<file path="src/rtl/serial_adder.sv">
// Bit-serial adder: adds two WIDTH-bit operands one bit per clock, LSB first.
// Optional carry-in port is enabled by defining SERIAL_ADDER_CIN_EN.
module serial_adder #(
   parameter int WIDTH = 8
) (
   input  logic             clk,
   input  logic             rst,
   input  logic             start,
   input  logic [WIDTH-1:0] a,
   input  logic [WIDTH-1:0] b,
`ifdef SERIAL_ADDER_CIN_EN
   input  logic             cin,
`endif
   output logic             busy,
   output logic             done,
   output logic [WIDTH-1:0] s,
   output logic             c
);

   // Sized to hold WIDTH itself, so the count never wraps during RUN.
   localparam int CW = $clog2(WIDTH + 1);

   typedef enum logic {IDLE, RUN} state_t;

   state_t           state;
   state_t           state_next;
   logic [WIDTH-1:0] op_a;
   logic [WIDTH-1:0] op_b;
   logic [WIDTH-1:0] acc;
   logic             carry_q;
   logic [CW-1:0]    cnt;
   logic             accept;
   logic             last_bit;
   logic             carry_init;
   logic             h1_s;
   logic             h1_c;
   logic             h2_c;
   logic             fa_s;
   logic             fa_c;

   // Full adder built from two half-adder stages and an OR.
   assign h1_s = op_a[0] ^ op_b[0];
   assign h1_c = op_a[0] & op_b[0];
   assign fa_s = h1_s ^ carry_q;
   assign h2_c = h1_s & carry_q;
   assign fa_c = h1_c | h2_c;

   assign accept   = (state == IDLE) && start;
   assign last_bit = (state == RUN) && (cnt == CW'(WIDTH - 1));
   assign busy     = (state == RUN);

`ifdef SERIAL_ADDER_CIN_EN
   assign carry_init = cin;
`else
   assign carry_init = 1'b0;
`endif

   always_ff @(posedge clk or posedge rst) begin
      if (rst) begin
         state <= IDLE;
      end else begin
         state <= state_next;
      end
   end

   always_comb begin
      state_next = state;
      case (state)
         IDLE:    if (start)    state_next = RUN;
         RUN:     if (last_bit) state_next = IDLE;
         default: state_next = IDLE;
      endcase
   end

   // Datapath; done defaults low so it can only ever be a one-cycle pulse.
   always_ff @(posedge clk or posedge rst) begin
      if (rst) begin
         op_a    <= '0;
         op_b    <= '0;
         acc     <= '0;
         carry_q <= 1'b0;
         cnt     <= '0;
         s       <= '0;
         c       <= 1'b0;
         done    <= 1'b0;
      end else begin
         done <= 1'b0;
         if (accept) begin
            op_a    <= a;
            op_b    <= b;
            acc     <= '0;
            carry_q <= carry_init;
            cnt     <= '0;
         end else if (state == RUN) begin
            op_a    <= op_a >> 1;
            op_b    <= op_b >> 1;
            acc     <= {fa_s, acc[WIDTH-1:1]};
            carry_q <= fa_c;
            cnt     <= cnt + 1'b1;
            if (last_bit) begin
               s    <= {fa_s, acc[WIDTH-1:1]};
               c    <= fa_c;
               done <= 1'b1;
            end
         end
      end
   end

endmodule

</file>
<file path="config.mk">
export PLATFORM = sky130hd
export DESIGN_NAME = serial_adder
export DESIGN_NICKNAME = d
export VERILOG_FILES = /design/src/rtl/serial_adder.sv
export SDC_FILE = /design/constraint.sdc
export NUM_CORES = 1
export LEC_CHECK = 0
export BUFFER_PORTS_ARGS = -buffer_cell sky130_fd_sc_hd__buf_2
export CORE_MARGIN = 2
export CORE_UTILIZATION = 55
export CTS_BUF_LIST = sky130_fd_sc_hd__clkbuf_8
export DETAILED_ROUTE_END_ITERATION = 16
export HOLD_SLACK_MARGIN = 0.08
export PLACE_DENSITY = 0.89
export SYNTH_ARGS = -nofsm -noshare
export SYNTH_HDL_FRONTEND = slang
export SYNTH_SLANG_ARGS = --single-unit
export TNS_END_PERCENT = 50
</file>
<file path="constraint.sdc">
create_clock -name clk -period 1.6 [get_ports clk]
set_input_delay 0.32 -clock clk [delete_from_list [all_inputs] [get_ports clk]]
set_output_delay 0.32 -clock clk [all_outputs]
set_load 0.01 [all_outputs]
</file>
# Word level (Yosys, flattened, before mapping)
# Cells that the tools add are included.
dict set report word_totals {
  reg_bits 40
  input_bits 19
  output_inout_bits 11
}
dict set report classes {
  addsub 1
  n_eq_ne 1
  mux 16
  bitwise_logic 7
  reduce_logical 4
}
# op n
set op_table {}
lappend op_table {{two-way mux 8 bit} 6}
lappend op_table {{two-way mux 4 bit} 2}
lappend op_table {{two-way mux 1 bit} 7}
lappend op_table {{adder 4 x 1 -> 4 bit, second input constant} 1}
lappend op_table {{equality test 4 x 3 -> 1 bit, second input constant} 1}
lappend op_table {{AND reduction 3 bit} 1}
lappend op_table {{bitwise AND 1 bit} 2}
lappend op_table {{logical AND 1 bit} 2}
lappend op_table {{NOT 1 bit} 2}
lappend op_table {{one-hot mux 1 bit (2 select lines)} 1}
lappend op_table {{nonzero test 2 bit} 1}
lappend op_table {{bitwise XOR 1 bit} 2}
lappend op_table {{bitwise OR 1 bit} 1}

# Depth between registers and ports, before layout
# Gate-level depths: netlist of run 1.
dict set report depth {
  ltp_word 5
  ltp_mapped 4
}

# Worst setup path before layout of run 1
# No wires, ideal clock.
dict set report synth_path {
  kind {register to register}
  startpoint {register cnt[0]}
  endpoint {register c}
  setup_ps 125
  t_arrival_ps 1121
  required_time_ps 1475
  setup_slack_ps 354
  stages_incl_launch_ff 4
  n_path_buf 0
  synth_period_minus_slack_ps 1246
  path_cell_list {dfrtp_1 ha_1 nand4b_4 mux2_2}
}
dict set report synth_via {
  elab_chain_len 3
}
# element line
set synth_rtl {}
lappend synth_rtl {{from (decl)} 31} ;# logic [CW-1:0] cnt;
lappend synth_rtl {{from (signal assigned)} 99} ;# cnt <= cnt + 1'b1;
lappend synth_rtl {{equality test 4 x 3 -> 1 bit} 49} ;# assign last_bit = (state == RUN) && (cnt == CW'(WIDTH - 1));
lappend synth_rtl {{logical AND 1 bit} 49}
lappend synth_rtl {{AND reduction 3 bit (no line)} --}
lappend synth_rtl {{to (signal assigned)} 84} ;# c <= 1'b0;
lappend synth_rtl {{to (signal assigned)} 102} ;# c <= fa_c;
lappend synth_rtl {{to (decl)} 17} ;# output logic c
# Every way passes these cells.
# A chain may end at the register's enable or synchronous reset.

# Worst setup path in the final report of run 1
dict set report layout_path {
  startpoint {register cnt[0]}
  endpoint {register s[2]}
}
dict set report layout_via {
  elab_chain_len 3
}
# element line
set layout_rtl {}
lappend layout_rtl {{equality test 4 x 3 -> 1 bit} 49}
lappend layout_rtl {{logical AND 1 bit} 49}
lappend layout_rtl {{AND reduction 3 bit (no line)} --}
lappend layout_rtl {{to (signal assigned)} 101} ;# s <= {fa_s, acc[WIDTH-1:1]};
lappend layout_rtl {{to (decl)} 16} ;# output logic [WIDTH-1:0] s,
# Every way passes these cells.

==> flow_summary.json, run 1 <==
{
  "antenna_found_initial": 0,
  "setup_tns_ns": 0,
  "insertedDiodeCount": 0,
  "synth.distinct_cells": 17,
  "grt_overflow": 0,
  "max_slew_margin_pct": 68.6,
  "drt-pass1-iter-count": 10,
  "via_count": 1159,
  "critPathKind": "reg2reg",
  "fin_crit_ns": 1.35,
  "core_area_sq_um": 2810,
  "timing.final.crit_share_pct": 84.6,
  "setup_viol_count_final": 0,
  "start_util_pct": 59.0,
  "drt_iter0_markers": 39,
  "area_growth_pct": 15.2,
  "vias_per_cell": 5.55,
  "crit_family": "flip-flops",
  "p_per_area_nw_per_um2": 1660,
  "status": "finished with violations",
  "peakVddDrop_v": 0.00108,
  "endpoint_kind": "register",
  "finClkSkew_ns": 0.00853,
  "die_area_sq_um": 3460,
  "crit_chain": "ha_1, nand4b_4, mux2_2",
  "maxCapViolCount": 0,
  "cts_root_buf": "clkbuf_8",
  "synth.avg_cell_area_sq_um": 11.4,
  "cts_max_level": 2,
  "gp_congestion": 0.739,
  "num_io_pins": 30,
  "final_layout_size_suffix_gt1_share_pct": 29.2,
  "drtAntennaViolNets": 0,
  "post_cts_resized": 0,
  "r2r_end": "s[2]$_DFFE_PP0P_",
  "synth_cells": 145,
  "max_slew.worst_pin.slew_ns": 0.471,
  "fin_nets": 198,
  "cts_sinks": 39,
  "pre_cts_ws_ns": 0.266,
  "cts_tree": "yes",
  "synth.yosys.seq_area_share_pct": 59.0,
  "cts_buffer_depth": 2,
  "grt_util_met3_pct": 5.93,
  "max_stage_delay_ns": 0.41,
  "finalPower_mw": 3.16,
  "cp_data_arrival_time_ns": 1.52,
  "reg2reg_slack_ns": 0.25,
  "r2r_cells": 3,
  "r2r-start": "cnt[0]$_DFFE_PP0P_",
  "design_area_sq_um": 1910,
  "placed_area_sq_um": 1820,
  "gr-usage-all-layers_pct": 21.2,
  "die_width_microns": 58.8,
  "crit_buf_inv": 0,
  "synth_area_sq_um": 1650,
  "use_met1_pct": 26.6,
  "die_y_microns": 58.8,
  "rows": 19,
  "wl_per_cell_microns": 15.1,
  "drv_slew": 0,
  "crit_fanout": 10,
  "grt_pass1_vias": 1160,
  "use_met2_pct": 34.6,
  "port_buffers": 29,
  "synth-seq-cells": 39,
  "hold_violations": 0,
  "p_leak_nw": 0.986,
  "hold_class": "in2async",
  "grt-busiest-layer": "met2",
  "syn_nets": 166,
  "yosys.area.top_type_share_pct": 59.0,
  "cts_buffers": 5,
  "synth_area_leader_cell": "dfrtp_1",
  "finalWirelength_microns": 3150,
  "route.detailed.drc": 1,
  "cp.required_ns": 1.77,
  "critPathLaunchType": "register",
  "grt_max_degree": 40,
  "layout_setup_ws_ns": 0.247,
  "worstSkewPairLatency_ns": 0.29,
  "clk_pin_slew_ns": 0.08,
  "violations": "design-rule violations",
  "post_cts_buffers": 0,
  "cp_slowest_cell": "dfrtp_1",
  "grt_pass1_wl_microns": 5320,
  "fmax_ghz": 0.739,
  "hpwl_microns": 2130,
  "rsz0062_at_grt": "no",
  "postCtsHoldBufs": 0,
  "ys_warn_count": 0,
  "synth_area_leaders": "dfrtp_1 59%, mux2i_1 10%, o21ai_0 7.9%, nand2_1 7.5%, mux2_2 6.8%"
}
==> flip-flops by register name, summed over array words and instances, names as in the netlist <==
signal   cells
acc          7
busy         1
c            1
carry_q      1
cnt          4
done         1
op_a         8
op_b         8
s            8
==> metal layers <==
layer / up-vias / part of all wire (%)
met1: 568 / 41
met2: 36 / 51
met3: 6 / 5.0
met4: 0 / 2.4
met5: - / 0
li1: 549 / -
==> kinds of logic after synthesis <==
| logic type | Yosys count | share of synthesized area [%] |
|---|---|---|
| AO/OA/AOI/OAI | 26 | 7.87 |
| adder cells (fa/ha/maj) | 2 | 1.97 |
| AND/OR/NAND/NOR | 40 | 10.6 |
| flip-flops | 39 | 59.0 |
| multiplexers | 27 | 17.1 |
| buffers and inverters | 11 | 3.48 |
==> worst min-delay path, cell delays in order <==
cell and delay (ns):
buf_2 0.09, inv_1 0.04, buf_4 0.40
==> how the worst max path moves through the flow <==
stage | end | cells past startpoint | from | slack, ns
global placement | s[7]$_DFFE_PP0P_ | 3 | cnt[0]$_DFFE_PP0P_ | 0.32
global route | s[5]$_DFFE_PP0P_ | 3 | cnt[0]$_DFFE_PP0P_ | 0.21
detailed placement | s[2]$_DFFE_PP0P_ | 3 | cnt[0]$_DFFE_PP0P_ | 0.27
CTS | s[2]$_DFFE_PP0P_ | 3 | cnt[0]$_DFFE_PP0P_ | 0.25
finish | s[2]$_DFFE_PP0P_ | 3 | cnt[0]$_DFFE_PP0P_ | 0.25
floorplan | c$_DFFE_PP0P_ | 3 | cnt[0]$_DFFE_PP0P_ | 0.35
==> per-stage QoR <==
stage | utilization (%) | std cells | hold slack [ns]
5_1_grt | 67.9 | 209 | 0.187
4_1_cts | 67.9 | 209 | 0.142
2_1_floorplan | - | 145 | 0.440
3_5_place_dp | 64.9 | 201 | 0.456
6_report | 67.9 | 209 | 0.129
3_3_place_gp | 64.9 | 201 | 0.442
==> cell usage after synthesis <==
library cell	n
nor2b_1	1
buf_4	2
nand2_1	33
clkinv_1	1
nor2_1	4
dfrtp_1	39
buf_6	1
clkbuf_1	4
inv_1	2
nand4b_4	1
nand4_1	1
mux2i_1	17
o21ai_0	26
buf_2	1
ha_1	1
mux2_2	10
fa_1	1
==> placed cells by master, fill, tap and decap left out, drive strengths merged, types with 2 or more instances in the layout <==
| cell | count |
|---|---|
| inv | 2 |
| mux2 | 10 |
| clkinv | 4 |
| nor2 | 4 |
| mux2i | 17 |
| nand2 | 33 |
| clkbuf | 5 |
| buf | 33 |
| dfrtp | 39 |
| o21ai | 26 |
==> final cells by class <==
type,count,area (sq um)
clock buffers,5,68.8
multi-input cells,95,621
fillers,217,900
flip-flops and latches,39,976
well taps,31,38.8
inverters,3,11.3
repair buffers,33,175
clock inverters,3,15.0
==> where the power goes <==
group,internal (mW),total (mW),switching [mW]
Clock,0.298,0.628,0.330
Combinational,0.423,0.943,0.520
Sequential,1.34,1.58,0.243
No activity file was read; power rests on OpenSTA's default activity.
==> run 2, diff against run 1 <==
- clock period: 1.6 -> 1.3 ns (I/O delays scaled with it)
==> run 2 against run 1 <==
- the run ends with design-rule violations, negative setup slack left
- non-clock buffer count increased by 2
- final area increased by 5.4%
- clock power increased by 41%
- largest cell class unchanged
- count of clock-buffer cells in the layout increased by 2
- sequential share of layout area decreased by 2.6 points
- flip-flop and latch count unchanged
==> flow_summary.json, run 2 (synthesis gave the netlist of run 1 again) <==
{
  "die_area_sq_um": 3460,
  "vias_per_cell": 5.54,
  "reg_top3": "op_a x8, op_b x8, s x8",
  "reg2reg_slack_ns": -0.003,
  "grt_overflow": 0,
  "antenna_found_initial": 0,
  "whs_ns": 0.215,
  "core_area_sq_um": 2810,
  "cts_max_level": 2,
  "pre_cts_ws_ns": -0.00721,
  "drt-pass1-iter-count": 10,
  "cp_slowest_cell": "fa_1",
  "hpwl_microns": 2070,
  "finClkSkew_ns": 0.00831,
  "fillers": 206,
  "fin_util_pct": 71.6,
  "status": "finished with violations",
  "wl_per_cell_microns": 15.1,
  "num_io_pins": 30,
  "drv_slew": 0,
  "insertedDiodeCount": 0,
  "maxCapViolCount": 0,
  "final_common_cell": "dfrtp_1",
  "violations": "design-rule violations, negative setup slack",
  "crit_fanout": 2,
  "p_per_area_nw_per_um2": 2070,
  "layout_setup_ws_ns": -0.00341,
  "finalPower_mw": 4.15,
  "drt_iter0_markers": 38,
  "p_leak_nw": 1.03,
  "fin_nets": 201,
  "rows": 19,
  "die_width_microns": 58.8,
  "max_slew_margin_pct": 79.3,
  "grt_pass1_wl_microns": 5240,
  "route.detailed.drc": 1,
  "crit_chain": "fa_1, mux2_4",
  "worstSkewPairLatency_ns": 0.29,
  "max_stage_delay_ns": 0.52,
  "fmax_ghz": 0.767,
  "grt_max_degree": 40,
  "critPathKind": "reg2reg",
  "final_layout_size_suffix_gt1_share_pct": 30.4,
  "critPathLaunchType": "register",
  "hold_class": "in2reg",
  "most-common-layout-cells": "38 x dfrtp_1, 33 x nand2_1, 29 x buf_2, 26 x o21ai_0, 17 x mux2i_1",
  "timing.final.crit_share_pct": 100,
  "cts_buffer_depth": 2,
  "crit_family": "adder cells",
  "cts_tree": "yes",
  "peakVddDrop_v": 0.00111,
  "hold_violations": 0,
  "gr-usage-all-layers_pct": 20.8,
  "rsz0062_at_grt": "yes",
  "fin_crit_ns": 1.30,
  "endpoint_kind": "register",
  "crit_buf_inv": 0,
  "setup_viol_count_final": 1,
  "cp.required_ns": 1.48,
  "cts_root_buf": "clkbuf_8",
  "finalWirelength_microns": 3200,
  "port_buffers": 29,
  "drtAntennaViolNets": 0,
  "start_util_pct": 59.0,
  "max_slew.worst_pin.slew_ns": 0.308,
  "cp_data_arrival_time_ns": 1.48,
  "post_cts_buffers": 0,
  "via_count": 1175,
  "setup_tns_ns": -0.00341,
  "clk_pin_slew_ns": 0.07,
  "gp_congestion": 0.729,
  "area_growth_pct": 21.4,
  "grt_pass1_vias": 1101,
  "cts_buffers": 5,
  "cts_sinks": 39,
  "die_y_microns": 58.8
}
-- run 2: cell types whose count changed in the layout (fill, tap and decap cells not counted), moves of 2 or more --
cell / delta
buf_4: -2
buf_12: +3
clkinv_2: -3
clkbuf_8: +2
-- run 2: area by class of cell --
cell class	instances	area (sq um)	share of cell area, %
sequential	39	977	48.7
multi-input combinational	96	651	32.4
timing repair buffer	35	230	11.5
clock buffer	7	96.3	4.80
tap	31	38.8	1.93
inverter	3	11.3	0.561
clock inverter	1	3.75	0.187
-- run 2: worst paths after layout --
kind / endpoint / cells past startpoint / startpoint
max: s[7]$_DFFE_PP0P_ / 2 / op_b[0]$_DFFE_PP0P_
min: op_a[7]$_DFFE_PP0P_ / 3 / a[7]
max reg2reg: s[7]$_DFFE_PP0P_ / 2 / op_b[0]$_DFFE_PP0P_
min reg2reg: op_a[5]$_DFFE_PP0P_ / 2 / op_a[6]$_DFFE_PP0P_
max in group asynchronous: busy$_DFF_PP0_ / 4 / rst
min in group asynchronous: op_b[2]$_DFFE_PP0P_ / 4 / rst
-- run 2: power by group --
group | switching, mW | leakage, nW | internal [mW]
Sequential | 0.313 | 0.513 | 1.65
Clock | 0.410 | 0.0557 | 0.476
Combinational | 0.676 | 0.459 | 0.619
Total | 1.40 | 1.03 | 2.75
-- run 2: metal layers --
metal / wire (microns) / track usage (%) / share of wire [%] / vias up
li1: - / - / - / 565
met1: 1430 / 28.5 / 45 / 584
met2: 1570 / 32.1 / 49 / 20
met3: 152 / 6.59 / 4.8 / 6
met4: 39 / 5.84 / 1.2 / 0
met5: 0 / 0 / 0 / -
-- run 2: tightest hold or removal path, delay by kind of cell --
kind	cells	cell delay [ns]
multiplexers	1	0.05
buffers and inverters	1	0.07
AND/OR/NAND/NOR	1	0.08
-- run 2: stage by stage --
| step | std cells | instance area, sq um |
|---|---|---|
| 6_report | 212 | 2010 |
| 5_1_grt | 212 | 2010 |
| 4_1_cts | 212 | 1990 |
| 3_5_place_dp | 202 | 1870 |
| 3_3_place_gp | 202 | 1870 |
| 2_1_floorplan | 145 | 1650 |
-- run 2: repair_timing --
item                                    CTS  global route
gates resized for setup                   1             3
endpoints found under the setup margin    9             7
endpoints found under the hold margin    39             0
hold buffers                              1             0
cloned                                    1             0
pin swaps                                 1             1
